**config.mk**
```make
export PLATFORM = sky130hd
export DESIGN_NAME = uart_tx_frame_ctrl_flat
export DESIGN_NICKNAME = d
export VERILOG_FILES = /design/src/rtl/cmd_pkg.sv /design/src/rtl/uart_tx_if.sv /design/src/rtl/uart_tx_frame_ctrl.sv /design/src/flat_wrapper.sv
export SDC_FILE = /design/constraint.sdc
export NUM_CORES = 1
export LEC_CHECK = 0
export ABC_AREA = 1
export BUFFER_PORTS_ARGS = -buffer_cell sky130_fd_sc_hd__buf_2
export CAP_MARGIN = 20
export CORE_MARGIN = 4
export CORE_UTILIZATION = 56
export CTS_CLUSTER_DIAMETER = 120
export DETAILED_ROUTE_END_ITERATION = 6
export GPL_TIMING_DRIVEN = 0
export HOLD_SLACK_MARGIN = 0.12
export PLACE_DENSITY = 0.9
export SLEW_MARGIN = 10
export SYNTH_ARGS = -nofsm -noshare
export SYNTH_HDL_FRONTEND = slang
export SYNTH_SLANG_ARGS = --single-unit
```
**constraint.sdc**
```tcl
create_clock -name clk -period 3.1 [get_ports clk]
set_input_delay 0.31 -clock clk [delete_from_list [all_inputs] [get_ports clk]]
set_output_delay 0.31 -clock clk [all_outputs]
set_load 0.1 [all_outputs]
```
**src/rtl/cmd_pkg.sv**
```systemverilog
// Command packet format and shared transmit-frame definitions.
package cmd_pkg;

  localparam int CMD_PKT_W = 48;

  localparam logic [7:0] TX_SOF_DEFAULT = 8'hA5;

  typedef struct packed {
    logic [7:0]  opcode;
    logic [7:0]  arg;
    logic [31:0] payload;
  } cmd_packet_t;

  typedef enum logic [2:0] {
    TX_IDLE    = 3'd0,
    TX_SEND    = 3'd1,
    TX_WAIT_HI = 3'd2,
    TX_WAIT_LO = 3'd3,
    TX_GAP     = 3'd4
  } tx_frame_state_e;

endpackage

```
**src/rtl/uart_tx_if.sv**
```systemverilog
// Byte-level handshake between the frame controller and the UART TX core.
interface uart_tx_if;
  logic [7:0] byte_data;
  logic       byte_start;
  logic       byte_busy;

  modport master (output byte_data, output byte_start, input byte_busy);
  modport slave  (input byte_data, input byte_start, output byte_busy);
endinterface

```
**src/rtl/uart_tx_frame_ctrl.sv**
```systemverilog
// Frames command packets as SOF + payload (MSB first) + optional XOR checksum
// and feeds them byte by byte to the UART TX core.
//
// state    | meaning
// ---------+----------------------------------------------------------
// IDLE     | waiting for a packet and an idle core; pops on entry exit
// SEND     | byte_start pulse for the byte held in byte_data
// WAIT_HI  | waiting for the core to raise busy (4-cycle timeout)
// WAIT_LO  | core shifting; on busy fall load next byte or end frame
// GAP      | inter-frame idle time, no FIFO pops
module uart_tx_frame_ctrl
  import cmd_pkg::*;
#(
  parameter logic [7:0] SOF_BYTE   = TX_SOF_DEFAULT,
  parameter int         GAP_CYCLES = 16,
  parameter bit         CHK_EN     = 1'b1
) (
  input  logic          clk,
  input  logic          rst_n,
  input  cmd_packet_t   cmd_fifo_rd_data,
  input  logic          cmd_fifo_valid,
  output logic          cmd_fifo_rd_en,
  uart_tx_if.master     tx,
  output logic          busy,
  output logic [15:0]   frames_sent
);

  localparam int N_BYTES = CMD_PKT_W / 8;
  localparam int IDX_W   = $clog2(N_BYTES + 2);
  localparam int GAP_W   = (GAP_CYCLES > 0) ? $clog2(GAP_CYCLES + 1) : 1;

  // Byte index 0 is SOF; payload bytes are 1..N_BYTES; checksum follows.
  localparam logic [IDX_W-1:0] PAY_END  = IDX_W'(N_BYTES);
  localparam logic [IDX_W-1:0] LAST_IDX = IDX_W'(CHK_EN ? N_BYTES + 1 : N_BYTES);

  localparam logic [2:0] S_IDLE    = TX_IDLE;
  localparam logic [2:0] S_SEND    = TX_SEND;
  localparam logic [2:0] S_WAIT_HI = TX_WAIT_HI;
  localparam logic [2:0] S_WAIT_LO = TX_WAIT_LO;
  localparam logic [2:0] S_GAP     = TX_GAP;

  logic [2:0]           state;
  logic [CMD_PKT_W-1:0] shreg;
  logic [IDX_W-1:0]     idx;
  logic [7:0]           chk;
  logic [GAP_W-1:0]     gap_cnt;
  logic [1:0]           tmo;
  logic                 byte_done;
  logic                 last_byte;

  // Pop only from an idle controller with an idle core; held low in reset.
  assign cmd_fifo_rd_en = rst_n & (state == S_IDLE) & cmd_fifo_valid & ~tx.byte_busy;
  assign tx.byte_start  = (state == S_SEND);
  assign busy           = (state != S_IDLE);

  // A byte is finished when busy falls, or when busy never rose within the timeout.
  assign byte_done = ~tx.byte_busy &
                     ((state == S_WAIT_LO) | ((state == S_WAIT_HI) & (tmo == 2'd0)));
  assign last_byte = (idx == LAST_IDX);

  // Frame sequencing, byte loading and checksum accumulation.
  always_ff @(posedge clk or negedge rst_n) begin
    if (!rst_n) begin
      state        <= S_IDLE;
      shreg        <= '0;
      idx          <= '0;
      chk          <= '0;
      gap_cnt      <= '0;
      tmo          <= '0;
      tx.byte_data <= '0;
      frames_sent  <= '0;
    end else if (byte_done) begin
      if (last_byte) begin
        frames_sent <= frames_sent + 16'd1;
        if (GAP_CYCLES == 0) begin
          state <= S_IDLE;
        end else begin
          gap_cnt <= GAP_W'(GAP_CYCLES);
          state   <= S_GAP;
        end
      end else begin
        idx <= idx + 1'b1;
        if (idx < PAY_END) begin
          tx.byte_data <= shreg[CMD_PKT_W-1 -: 8];
          chk          <= chk ^ shreg[CMD_PKT_W-1 -: 8];
          shreg        <= shreg << 8;
        end else begin
          tx.byte_data <= chk;
        end
        state <= S_SEND;
      end
    end else begin
      case (state)
        S_IDLE: begin
          if (cmd_fifo_rd_en) begin
            shreg        <= cmd_fifo_rd_data;
            idx          <= '0;
            chk          <= '0;
            tx.byte_data <= SOF_BYTE;
            state        <= S_SEND;
          end
        end
        S_SEND: begin
          tmo   <= 2'd3;
          state <= S_WAIT_HI;
        end
        S_WAIT_HI: begin
          if (tx.byte_busy) state <= S_WAIT_LO;
          else              tmo   <= tmo - 2'd1;
        end
        S_WAIT_LO: begin
          state <= S_WAIT_LO;
        end
        S_GAP: begin
          gap_cnt <= gap_cnt - 1'b1;
          if (gap_cnt <= GAP_W'(1)) state <= S_IDLE;
        end
        default: state <= S_IDLE;
      endcase
    end
  end

endmodule

```
**src/flat_wrapper.sv**
```systemverilog
// flat-port wrapper written by rule: the top's interface ports become plain ports
module uart_tx_frame_ctrl_flat import cmd_pkg::*;
#(
  parameter logic [7:0] SOF_BYTE   = TX_SOF_DEFAULT,
  parameter int         GAP_CYCLES = 16,
  parameter bit         CHK_EN     = 1'b1
)
  (clk, rst_n, cmd_fifo_rd_data, cmd_fifo_valid, cmd_fifo_rd_en, busy, frames_sent, tx_byte_data, tx_byte_start, tx_byte_busy);
  uart_tx_if tx_i ();
  input  logic clk;
  input  logic rst_n;
  input  cmd_packet_t cmd_fifo_rd_data;
  input  logic cmd_fifo_valid;
  output logic cmd_fifo_rd_en;
  output logic busy;
  output logic [15:0] frames_sent;
  output wire logic [$bits(tx_i.byte_data)-1:0] tx_byte_data;
  output wire logic [$bits(tx_i.byte_start)-1:0] tx_byte_start;
  input wire logic [$bits(tx_i.byte_busy)-1:0] tx_byte_busy;
  assign tx_byte_data = tx_i.byte_data;
  assign tx_byte_start = tx_i.byte_start;
  assign tx_i.byte_busy = tx_byte_busy;
  uart_tx_frame_ctrl #(.SOF_BYTE(SOF_BYTE), .GAP_CYCLES(GAP_CYCLES), .CHK_EN(CHK_EN)) u_core (.clk(clk), .rst_n(rst_n), .cmd_fifo_rd_data(cmd_fifo_rd_data), .cmd_fifo_valid(cmd_fifo_valid), .cmd_fifo_rd_en(cmd_fifo_rd_en), .tx(tx_i), .busy(busy), .frames_sent(frames_sent));
endmodule
```
* Word level (Yosys, flattened, before mapping)
Cells that the tools add are included.
** Operators by class
- Add/subtract/negate cells :: 4
- Multiply operators :: 0
- Div/mod/pow operators :: 0
- Magnitude comparators :: 2
- Equal/unequal tests :: 12
- Shift operators :: 0
- Muxes and demuxes :: 30
- Bitwise logic cells :: 9
- Reduce and logical (&&, ||, !) cells :: 13
** Operator list (count)
- 2-to-1 mux 48 bit :: 5
- 2-to-1 mux 8 bit :: 10
- 2-to-1 mux 3 bit :: 9
- adder 16 x 1 -> 16 bit, second input constant :: 1
- 2-to-1 mux 5 bit :: 3
- one-hot mux 3 bit (5 select lines) :: 1
- AND reduction 3 bit :: 3
- != test 2 bit, second input constant :: 4
- nonzero test 2 bit :: 4
- bitwise XOR 8 bit :: 1
- == test 3 x 2 -> 1 bit, second input constant :: 2
- == test 3 bit, second input constant :: 2
- != test 3 x 2 -> 1 bit, second input constant :: 2
- bitwise AND 1 bit :: 5
- less-or-equal comparator 5 x 1 -> 1 bit, second input constant :: 1
- subtractor 5 x 1 -> 5 bit, second input constant :: 1
- one-hot mux 2 bit (2 select lines) :: 1
- AND reduction 2 bit :: 2
- AND reduction 4 bit :: 1
- adder 3 x 1 -> 3 bit, second input constant :: 1
- == test 3 x 1 -> 1 bit, second input constant :: 1
- logical NOT 3 bit :: 1
- less-than comparator 3 bit, second input constant :: 1
- != test 3 x 1 -> 1 bit, second input constant :: 1
- other kinds (6) :: 7
** Word-level totals
- Bits in registers :: 93
- Latch bits :: 0
- Memory bits (writable) :: 0
- ROM bits :: 0
- Bits of input ports :: 52
- Output and inout port bits :: 27
- Logic and storage cells :: 78
- Memories kept :: 0

* Depth between registers and ports, before layout
Gate-level depths: netlist (run 1).
- Depth after elaboration :: 7
- Depth in mapped cells :: 13
- Gate-level depth less buffers :: 11

* Least setup slack after synthesis (run 1)
OpenSTA, ideal clock, no wires.
- Path type :: flip-flop to flip-flop
- Start point :: register u_core.frames_sent[1]
- End point :: register u_core.frames_sent[14]
- Library setup time :: 0.120 ns
- Arrival time :: 1.891 ns
- Data required time :: 2.980 ns
- Path slack :: 1.089 ns
- Cell stages (with the launch flop) :: 9
- Buffers on the path :: 0
- Period minus slack after synthesis :: 2.011 ns
- Cell sequence :: dfrtp_1 > ha_1 > nand3_1 > nor2_1 > nand3_1 > nand2_1 > nand2_1 > nand2_1 > nand2_1
** On the way
- Word-level cells in the longest chain between the ends :: 1
** RTL lines
- start: declaration :: RTL line uart_tx_frame_ctrl.sv:25 : output logic [15:0] frames_sent
- start signal: assignment :: RTL line uart_tx_frame_ctrl.sv:74 : frames_sent <= frames_sent + 16'd1;
- adder 16 x 1 -> 16 bit :: RTL line uart_tx_frame_ctrl.sv:74
No other way between the ends.
A chain may end at the register's enable or synchronous reset.

* Worst setup path after layout (run 1)
- Start point :: input port rst_n
- End point :: output port cmd_fifo_rd_en
** On the way
- Word-level cells in the longest chain between the ends :: 3
** RTL lines
- start: declaration :: RTL line flat_wrapper.sv:11 : input logic rst_n;
- bitwise AND 1 bit (3 in a row) :: RTL line uart_tx_frame_ctrl.sv:52 : assign cmd_fifo_rd_en = rst_n & (state == S_IDLE) & cmd_fifo_valid & ~tx.byte_busy;
- end: declaration :: RTL line flat_wrapper.sv:14 : output logic cmd_fifo_rd_en;
No other way between the ends.

==> results of run 1 <==
[synth_stat cells, drive strengths merged (2+ instances only)]
| cell | instances |
|---|---|
| buf | 21 |
| clkbuf | 6 |
| dfrtp | 93 |
| ha | 6 |
| inv | 33 |
| nand2 | 333 |
| nand3 | 72 |
| nand4 | 4 |
| nor2 | 36 |
| o21a | 4 |
| o21ai | 18 |
| o22ai | 2 |
| xnor2 | 13 |
| xor2 | 4 |
[per-stage QoR]
stage / utilization / worst slack, ps / total power, W
6_report: 0.674 / 521 / 0.00518
5_1_grt: 0.674 / 382 / 0.00554
4_1_cts: 0.674 / 472 / 0.00519
3_5_place_dp: 0.648 / 1030 / 0.00432
3_3_place_gp: 0.644 / -234 / 0.00420
2_1_floorplan: - / 1090 / 0.00378
[per-layer routing]
layer,vias to the layer above,wire [um]
li1,2213,-
met1,2177,4780
met2,201,5850
met3,36,752
met4,0,359
met5,-,0
[worst min-delay path, stage by stage]
cell,delay (ps)
buf_2,70
nand2_1,40
nand2_1,50
[power by group through the flow]
stage	sequential [W]	clock [W]	combinational, W
after floorplan	0.00249	0	0.00129
after global placement	0.00201	0	0.00219
after detailed placement	0.00204	0	0.00229
after CTS	0.00202	0.000864	0.00231
after global routing	0.00208	0.000913	0.00255
final	0.00203	0.000853	0.00230
[worst paths after layout]
path | startpoint | to | cells after the start
min in group asynchronous | rst_n | u_core.frames_sent[8] | 2
max in group asynchronous | rst_n | u_core.shreg[39] | 3
worst max-delay path | rst_n | cmd_fifo_rd_en | 6
worst min-delay path | cmd_fifo_rd_data[4] | u_core.shreg[4] | 3
worst max register to register | u_core.tmo[0] | u_core.chk[3] | 13
worst min register to register | u_core.shreg[39] | u_core.shreg[39] | 2
[cell families after synthesis]
kind of cell | count (synthesis)
DFF | 93
and+or+nand+nor | 448
adders and majority gates | 6
buffers and inverters | 60
xor gates and xnor gates | 17
AOI/OAI and AO/OA | 26
[state kept, by name, indices dropped and copies added (netlist names)]
signal and cells:
u_core.chk 8, u_core.tx.byte_data 8, u_core.frames_sent 16, u_core.idx 3, u_core.gap_cnt 5, u_core.tmo 2, u_core.state 3, u_core.shreg 48
[layout make-up]
| cell class | count | area, um2 | area share |
|---|---|---|---|
| Inverter | 33 | 124 | 0.0222 |
| Sequential cell | 93 | 2330 | 0.418 |
| Buffer | 27 | 159 | 0.0285 |
| Timing Repair Buffer | 80 | 430 | 0.0773 |
| Clock buffer | 10 | 138 | 0.0247 |
| Tap cell | 105 | 131 | 0.0236 |
| Clock inverter | 6 | 68.8 | 0.0124 |
| Multi-Input combinational cell | 497 | 2190 | 0.393 |
[repair_timing]
item	CTS	global route
setup buffers	0	0
endpoints found under the setup margin	0	0
endpoints found under the hold margin	32	0
hold buffers	1	0
==> flow_metrics.py, run 1 <==
metrics = {
    "die": {
        "rows": 33,
        "pin_count": 79,
        "coreArea_um2": 8260,
        "initial_core_util": 0.581,
        "fp.dieH_um": 101,
        "die_area_um2": 10100,
        "die_w_um": 101,
    },
    "grt": {
        "grt_pass1_vias": 4452,
        "grt_util_met1": 0.314,
        "antenna_found_initial": 0,
        "grt_use_met3": 0.0339,
        "grt_max_degree": 62,
        "track_usage": 0.243,
        "grt-ovfl-total": 0,
        "grt_busiest_layer": "met2",
        "grt_use_met2": 0.404,
        "grt_pass1_wl_mm": 19.9,
    },
    "logic_synthesis": {
        "synth-simple-area-share": 0.379,
        "ys_seq_elements": 93,
        "synthMuxAreaShare": 0,
        "yosys.area.top_type": "dfrtp_1",
        "ys_top_cells_by_area": "dfrtp_1, nand2_1, nand3_1, nor2_1, xnor2_1",
        "async_flop_share": 1.00,
        "syn_nets": 708,
        "yosys_warnings": 0,
        "synthAdderAreaFrac": 0.0156,
        "synth_edf_count": 0,
        "synthCells": 650,
        "synth_compound_area_frac": 0.0302,
        "seq_area_frac_synth": 0.485,
        "ys.flop_type": "dfrtp_1",
        "synth_top_area_share": 0.485,
        "syn_area_um2": 4800,
        "synth_top_family_by_area": "simple AND/OR/NAND/NOR gates",
        "syn_area_per_cell_um2": 7.38,
        "ys_types": 25,
        "yosys.area_share.xor_xnor": 0.0310,
    },
    "timing": {
        "clock-skew-final_ps": 13.6,
        "final_hold_viol_count": 0,
        "fin_crit_ps": 2580,
        "setup-violations-final": 0,
        "tns_ps": 0,
        "finalMaxSlewViolations": 0,
        "clock.fmax_mhz": 388,
        "whs_ps": 145,
        "maxSlewHeadroom": 0.675,
        "rsz0062_at_grt": "false",
        "tightest_slew_ps": 490,
        "timing.final.crit_share": 0.832,
    },
    "route": {
        "drtIter0Drc": 290,
        "wl_per_cell_um": 13.8,
        "ant_nets": 0,
        "routed_wl_mm": 11.7,
        "vias_per_cell": 5.44,
        "dr.pass1.iters": 6,
        "vias": 4627,
        "drc_errors": 0,
    },
    "clock_network": {
        "cts_resized": 0,
        "clk_latency_ps": 370,
        "cts-root-buf": "clkbuf_8",
        "clk_pin_slew_ps": 90,
        "cts_sinks": 93,
        "cts_buffers": 9,
        "cts_buffer_depth": 2,
        "htree_num_levels": 3,
        "cts_tree": "built",
    },
    "setup_path": {
        "crit_type": "input port to output pin",
        "cp_num_buf_inv": 4,
        "required_ps": 2790,
        "r2r_slack_ps": 1050,
        "crit_family": "buffers and inverters",
        "path_cells": "dlygate4sd3_1, buf_4, and3_1, nand2_1, inv_2, buf_2",
        "start_kind": "input port",
        "cpPeakStageDelay_ps": 530,
        "end_kind": "output pin",
        "cp_slowest_cell": "dlygate4sd3_1",
        "cp_max_fo": 34,
        "crit_arrival_ps": 2270,
    },
    "hold_path": {
        "min_path_type": "input port to flip-flop",
    },
    "final_layout": {
        "n_antenna_cell": 0,
        "fin_area_um2": 5570,
        "layout-drive-gt1-share": 0.172,
        "syn_to_final_growth_pct": 16.0,
        "n_fill_cell": 684,
        "mostFrequentLayoutCell": "nand2_1",
        "mostFrequentLayoutCells": "nand2_1, buf_2, dfrtp_1",
        "final_cells": 851,
        "nets": 799,
    },
    "place": {
        "placed_cells": 834,
        "globalplace.congestion": 0.888,
        "placed_area_um2": 5350,
        "dpl.hpwl_mm": 8.42,
        "io_buffers": 78,
    },
    "power_and_ir_drop": {
        "worst_ir_drop_vdd_v": 0.000468,
        "seq_power_share": 0.392,
        "combPwrFrac": 0.444,
        "leakage_nw": 3.08,
        "p_per_area_nw_per_um2": 931,
        "power_frac_clock": 0.165,
        "p_sw_w": 0.00244,
        "internal_power_w": 0.00274,
        "p_sw_frac": 0.471,
    },
    "flow_run": {
        "drv_cap": 0,
    },
    "status": {
        "status": "finished, final reports clean",
    },
}
Power figures use the tool's default switching activity.
==> inputs of run 2 (changes only) <==
--- a/config.mk
+++ b/config.mk
@@ -9,12 +9,12 @@
 export BUFFER_PORTS_ARGS = -buffer_cell sky130_fd_sc_hd__buf_2
 export CAP_MARGIN = 20
 export CORE_MARGIN = 4
-export CORE_UTILIZATION = 56
+export CORE_UTILIZATION = 51
 export CTS_CLUSTER_DIAMETER = 120
 export DETAILED_ROUTE_END_ITERATION = 6
 export GPL_TIMING_DRIVEN = 0
 export HOLD_SLACK_MARGIN = 0.12
-export PLACE_DENSITY = 0.9
+export PLACE_DENSITY = 0.87
 export SLEW_MARGIN = 10
 export SYNTH_ARGS = -nofsm -noshare
 export SYNTH_HDL_FRONTEND = slang
==> constraint.sdc (replaced) <==
create_clock -name clk -period 2.1 [get_ports clk]
set_input_delay 0.21 -clock clk [delete_from_list [all_inputs] [get_ports clk]]
set_output_delay 0.21 -clock clk [all_outputs]
set_load 0.1 [all_outputs]
==> run 2 against run 1 <==
Effect of this change:
- sequential cell count did not move
- highest routed layer unchanged
- sequential share of layout area shrank 1.2 points
- total power up 48%
- die area up 9.0%
- utilization down 5.1 points
- sequential power is 47% higher
- combinational power increased by 51%
==> flow_metrics.py, run 2 (synthesized netlist as in run 1, its figures left out) <==
metrics = {
    "status": {
        "status": "finished, final reports clean",
    },
    "final_layout": {
        "n_fill_cell": 809,
        "syn_to_final_growth_pct": 19.4,
        "largest_reg_flops": 48,
        "nets": 813,
        "top_register": "u_core.shreg",
        "fin_area_um2": 5730,
        "reg_top3": "u_core.shreg x48, u_core.frames_sent x16",
        "n_antenna_cell": 0,
        "layout-drive-gt1-share": 0.181,
        "mostFrequentLayoutCell": "nand2_1",
        "mostFrequentLayoutCells": "nand2_1, dfrtp_1, buf_2",
        "final_cells": 870,
    },
    "timing": {
        "finalMaxSlewViolations": 0,
        "maxSlewHeadroom": 0.651,
        "tns_ps": 0,
        "fin_crit_ps": 1960,
        "final_hold_viol_count": 0,
        "clock.fmax_mhz": 511,
        "setup-violations-final": 0,
        "tightest_slew_ps": 521,
        "timing.final.crit_share": 0.931,
        "clock-skew-final_ps": 10.6,
        "whs_ps": 162,
    },
    "die": {
        "rows": 35,
        "fp.dieH_um": 105,
        "coreArea_um2": 9200,
        "pin_count": 79,
        "initial_core_util": 0.522,
        "die_w_um": 105,
        "die_area_um2": 11000,
    },
    "setup_path": {
        "cp_slowest_cell": "dfrtp_1",
        "end_kind": "flip-flop",
        "cp_max_fo": 10,
        "r2r_slack_ps": 140,
        "crit_type": "flip-flop to flip-flop",
        "required_ps": 2350,
        "path_cells": "inv_1, ha_2, inv_1, nand2_1, nand2_1, nor2_4, nand2_4, nand2_4, nand2_1, buf_6, buf_6, nand2_1, nand2_1",
        "cp_num_buf_inv": 4,
        "crit_family": "simple AND/OR/NAND/NOR gates",
        "cpPeakStageDelay_ps": 370,
        "cpMostUsedCell": "nand2_1",
        "crit_arrival_ps": 2210,
        "start_kind": "flip-flop",
    },
    "power_and_ir_drop": {
        "leakage_nw": 3.14,
        "worst_ir_drop_vdd_v": 0.000558,
        "p_per_area_nw_per_um2": 1330,
        "total_power_w": 0.00765,
    },
    "grt": {
        "grt_pass1_vias": 4575,
        "grt_use_met3": 0.0290,
        "grt_busiest_layer": "met2",
        "grt_util_met1": 0.272,
        "track_usage": 0.219,
        "antenna_found_initial": 0,
        "grt_max_degree": 48,
        "grt_pass1_wl_mm": 19.9,
        "grt_use_met2": 0.382,
        "grt-ovfl-total": 0,
    },
    "place": {
        "placed_area_um2": 5360,
        "dpl.hpwl_mm": 8.32,
        "placed_cells": 840,
        "io_buffers": 78,
        "globalplace.congestion": 0.870,
    },
    "clock_network": {
        "clk_latency_ps": 370,
        "cts_tree": "built",
        "cts_buffer_depth": 2,
        "cts_buffers": 9,
        "cts-root-buf": "clkbuf_8",
        "htree_num_levels": 3,
        "clk_pin_slew_ps": 90,
        "cts_sinks": 93,
    },
    "route": {
        "ant_nets": 0,
        "dr.pass1.iters": 6,
        "vias": 4574,
        "routed_wl_mm": 11.7,
        "vias_per_cell": 5.26,
        "wl_per_cell_um": 13.4,
        "drc_errors": 0,
        "drtIter0Drc": 363,
    },
    "hold_path": {
        "min_path_type": "input port to flip-flop",
    },
    "flow_run": {
        "drv_cap": 0,
    },
}
==> run 2: changes by cell type in the layout (fill, tap and decap cells not counted), sizes merged <==
cell,delta
dlygate4sd3,+8
clkbuf,+1
clkinvlp,+2
buf,+5
inv,-1
clkinv,-2
==> run 2: timing repair <==
action	CTS	global route
endpoints found under the hold margin	54	0
buffers inserted	0	5
cloned	0	0
hold buffers	10	0
gates resized for setup	2	10
pin swaps	0	3
setup endpoints to repair	1	46
==> run 2: layer usage <==
layer,share of wire,wire length [um]
met5,0,0
met4,0.022,260
met3,0.054,629
met2,0.50,5890
met1,0.42,4910
==> run 2: power by group <==
| part | internal [W] | switching, W |
|---|---|---|
| clock network | 0.000548 | 0.000638 |
| logic | 0.00104 | 0.00243 |
| registers | 0.00249 | 0.000506 |
==> run 2: tightest hold or removal path: stages <==
cell and delay (ps):
buf_2 70, nand2_1 40, nand2_1 50, nand3_1 50, nand2_1 70
==> run 2: layout make-up <==
| cell class | count | area [um2] | share of cell area |
|---|---|---|---|
| clock buffers | 10 | 128 | 0.0223 |
| well taps | 111 | 139 | 0.0242 |
| flip-flops and latches | 93 | 2330 | 0.406 |
| inverters | 33 | 124 | 0.0216 |
| multi-input cells | 497 | 2210 | 0.385 |
| repair buffers | 94 | 582 | 0.101 |
| clock inverters | 5 | 61.3 | 0.0107 |
| plain buffers | 27 | 165 | 0.0288 |
==> run 2: worst paths after layout <==
path / startpoint / end / cells after the start
hold / removal: cmd_fifo_rd_data[36] / u_core.shreg[36] / 5
min in group asynchronous: rst_n / u_core.frames_sent[6] / 3
max in group asynchronous: rst_n / u_core.tmo[0] / 3
setup reg to reg: u_core.tmo[1] / u_core.chk[3] / 13
hold reg to reg: u_core.shreg[3] / u_core.shreg[3] / 2
setup / recovery: u_core.tmo[1] / u_core.chk[3] / 13
==> run 2: metrics by stage <==
stage / util / setup WS, ps
after floorplan: - / 88.7
after global placement: 0.579 / -1040
after detailed placement: 0.583 / 60.6
after CTS: 0.617 / 46.9
after global routing: 0.623 / -55.2
final: 0.623 / 145
==> inputs of run 3 (changes only) <==
--- a/config.mk
+++ b/config.mk
@@ -9,12 +9,12 @@
 export BUFFER_PORTS_ARGS = -buffer_cell sky130_fd_sc_hd__buf_2
 export CAP_MARGIN = 20
 export CORE_MARGIN = 4
-export CORE_UTILIZATION = 51
+export CORE_UTILIZATION = 56
 export CTS_CLUSTER_DIAMETER = 120
 export DETAILED_ROUTE_END_ITERATION = 6
 export GPL_TIMING_DRIVEN = 0
 export HOLD_SLACK_MARGIN = 0.12
-export PLACE_DENSITY = 0.87
+export PLACE_DENSITY = 0.9
 export SLEW_MARGIN = 10
 export SYNTH_ARGS = -nofsm -noshare
 export SYNTH_HDL_FRONTEND = slang
==> constraint.sdc (replaced) <==
create_clock -name clk -period 2.48 [get_ports clk]
set_input_delay 0.248 -clock clk [delete_from_list [all_inputs] [get_ports clk]]
set_output_delay 0.248 -clock clk [all_outputs]
set_load 0.1 [all_outputs]
==> run 3 against run 2 <==
Effect of this change:
- clock-buffer cell count stayed put
- first-iteration DRC count is 28% lower
- global-route usage rose by 2.9 points
- combinational power shrank 17%
- sequential share of layout area up 0.47 points
- sequential cell count unchanged
- final area down 1.1%
- clock power is 10% lower
- total power is 15% lower
- hold slack gained 43 ps
- via count increased by 1.2%
==> flow_metrics.py, run 3 (synthesized netlist as in run 1, its figures left out) <==
metrics = {
    "final_layout": {
        "finalCoreUtilization": 0.686,
        "top_register": "u_core.shreg",
        "layout-drive-gt1-share": 0.171,
        "syn_to_final_growth_pct": 18.1,
        "nets": 808,
        "n_antenna_cell": 0,
        "mostFrequentLayoutCell": "nand2_1",
        "reg_top3": "u_core.shreg x48, u_core.frames_sent x16",
        "mostFrequentLayoutCells": "nand2_1, buf_2, dfrtp_1",
        "final_cells": 860,
        "largest_reg_flops": 48,
    },
    "power_and_ir_drop": {
        "leakage_nw": 3.12,
        "total_power_w": 0.00650,
        "worst_ir_drop_vdd_v": 0.000585,
        "p_per_area_nw_per_um2": 1150,
    },
    "clock_network": {
        "htree_num_levels": 3,
        "postCtsSetupRepairBufs": 0,
        "clk_latency_ps": 370,
        "cts_tree": "built",
        "cts_sinks": 93,
        "cts_buffers": 9,
        "cts-root-buf": "clkbuf_8",
        "cts_buffer_depth": 2,
        "clk_pin_slew_ps": 100,
    },
    "setup_path": {
        "cp_slowest_cell": "buf_2",
        "required_ps": 2230,
        "crit_type": "flip-flop to output pin",
        "start_kind": "flip-flop",
        "cpMostUsedCell": "nor2_1",
        "cp_num_buf_inv": 3,
        "cpPeakStageDelay_ps": 470,
        "cp_max_fo": 10,
        "path_cells": "nor2_1, inv_1, nor2_1, nand2_1, inv_2, buf_2",
        "end_kind": "output pin",
        "crit_arrival_ps": 2030,
        "crit_family": "buffers and inverters",
    },
    "status": {
        "status": "finished, final reports clean",
    },
    "die": {
        "die_w_um": 101,
        "die_area_um2": 10100,
        "pin_count": 79,
        "coreArea_um2": 8260,
        "fp.dieH_um": 101,
        "initial_core_util": 0.581,
        "rows": 33,
    },
    "route": {
        "drtIter0Drc": 262,
        "ant_nets": 0,
        "vias_per_cell": 5.38,
        "dr.pass1.iters": 5,
        "routed_wl_mm": 11.9,
        "vias": 4628,
        "drc_errors": 0,
        "wl_per_cell_um": 13.9,
    },
    "timing": {
        "rsz0062_at_grt": "false",
        "maxSlewHeadroom": 0.674,
        "setup-violations-final": 0,
        "clock.fmax_mhz": 439,
        "timing.final.crit_share": 0.918,
        "tightest_slew_ps": 492,
        "fin_crit_ps": 2280,
        "final_hold_viol_count": 0,
        "finalMaxSlewViolations": 0,
        "clock-skew-final_ps": 13.2,
    },
    "grt": {
        "grt_max_degree": 62,
        "grt-ovfl-total": 0,
        "track_usage": 0.248,
        "grt_pass1_vias": 4537,
        "grt_pass1_wl_mm": 20.3,
        "antenna_found_initial": 0,
    },
    "place": {
        "placed_cells": 834,
        "io_buffers": 78,
        "globalplace.congestion": 0.888,
        "dpl.hpwl_mm": 8.42,
    },
    "flow_run": {
        "drv_cap": 0,
    },
    "hold_path": {
        "min_path_type": "input port to flip-flop",
    },
}
## run 3: path summary, 6_finish.rpt
kind                            depth (start not counted)  slack (ps)                      to                  from
worst max register to register                         13         420           u_core.chk[3]         u_core.tmo[0]
min in group asynchronous                               3         410   u_core.frames_sent[8]                 rst_n
worst max-delay path                                    6         200          cmd_fifo_rd_en       u_core.state[0]
worst min-delay path                                    5         210        u_core.shreg[39]  cmd_fifo_rd_data[39]
worst min register to register                          2         490         u_core.shreg[8]       u_core.shreg[8]
max in group asynchronous                               3        1760  u_core.tx.byte_data[2]                 rst_n
## run 3: layout make-up
class	count	area [um2]
inverters	33	124
well taps	105	131
repair buffers	89	531
multi-input cells	497	2190
clock buffers	10	138
flip-flops and latches	93	2330
plain buffers	27	159
fillers	664	2590
clock inverters	6	68.8
## run 3: worst reg2reg max path: stages (launching register included)
cell     delay, ps
dfrtp_1        410
inv_1           70
ha_1           170
inv_1           50
nand2_1        100
nand2_1        100
nor2_4         210
nand2_2        160
nand2_4        160
nand2_1        100
buf_6          160
buf_6          140
nand2_1         80
nand2_1         60
## run 3: timing repair
action | CTS | global route
hold endpoints to repair | 40 | 0
gates resized for setup | 0 | 0
hold buffers | 10 | 0
setup endpoints to repair | 0 | 0
## run 3: where the power goes
group | internal [W] | switching, W
sequential | 0.00210 | 0.000437
clock | 0.000501 | 0.000573
combinational | 0.000834 | 0.00205
total | 0.00344 | 0.00306
## run 3: per-stage QoR
step	area [um2]	setup TNS (ps)	setup WS [ps]	hold slack (ps)
detailed placement	5350	0	483	231
global placement	5320	-36770	-730	450
CTS	5670	0	206	203
floorplan	4800	0	469	-47.6
finish	5670	0	204	205
global route	5670	0	66.3	226
## run 3: layer usage
metal	routed length [um]	vias to the layer above	share of wire	GRT usage
li1	-	2228	-	-
met1	5020	2201	0.42	0.318
met2	5960	160	0.50	0.415
met3	560	39	0.047	0.0353
met4	403	0	0.034	0.114
met5	0	-	0	0
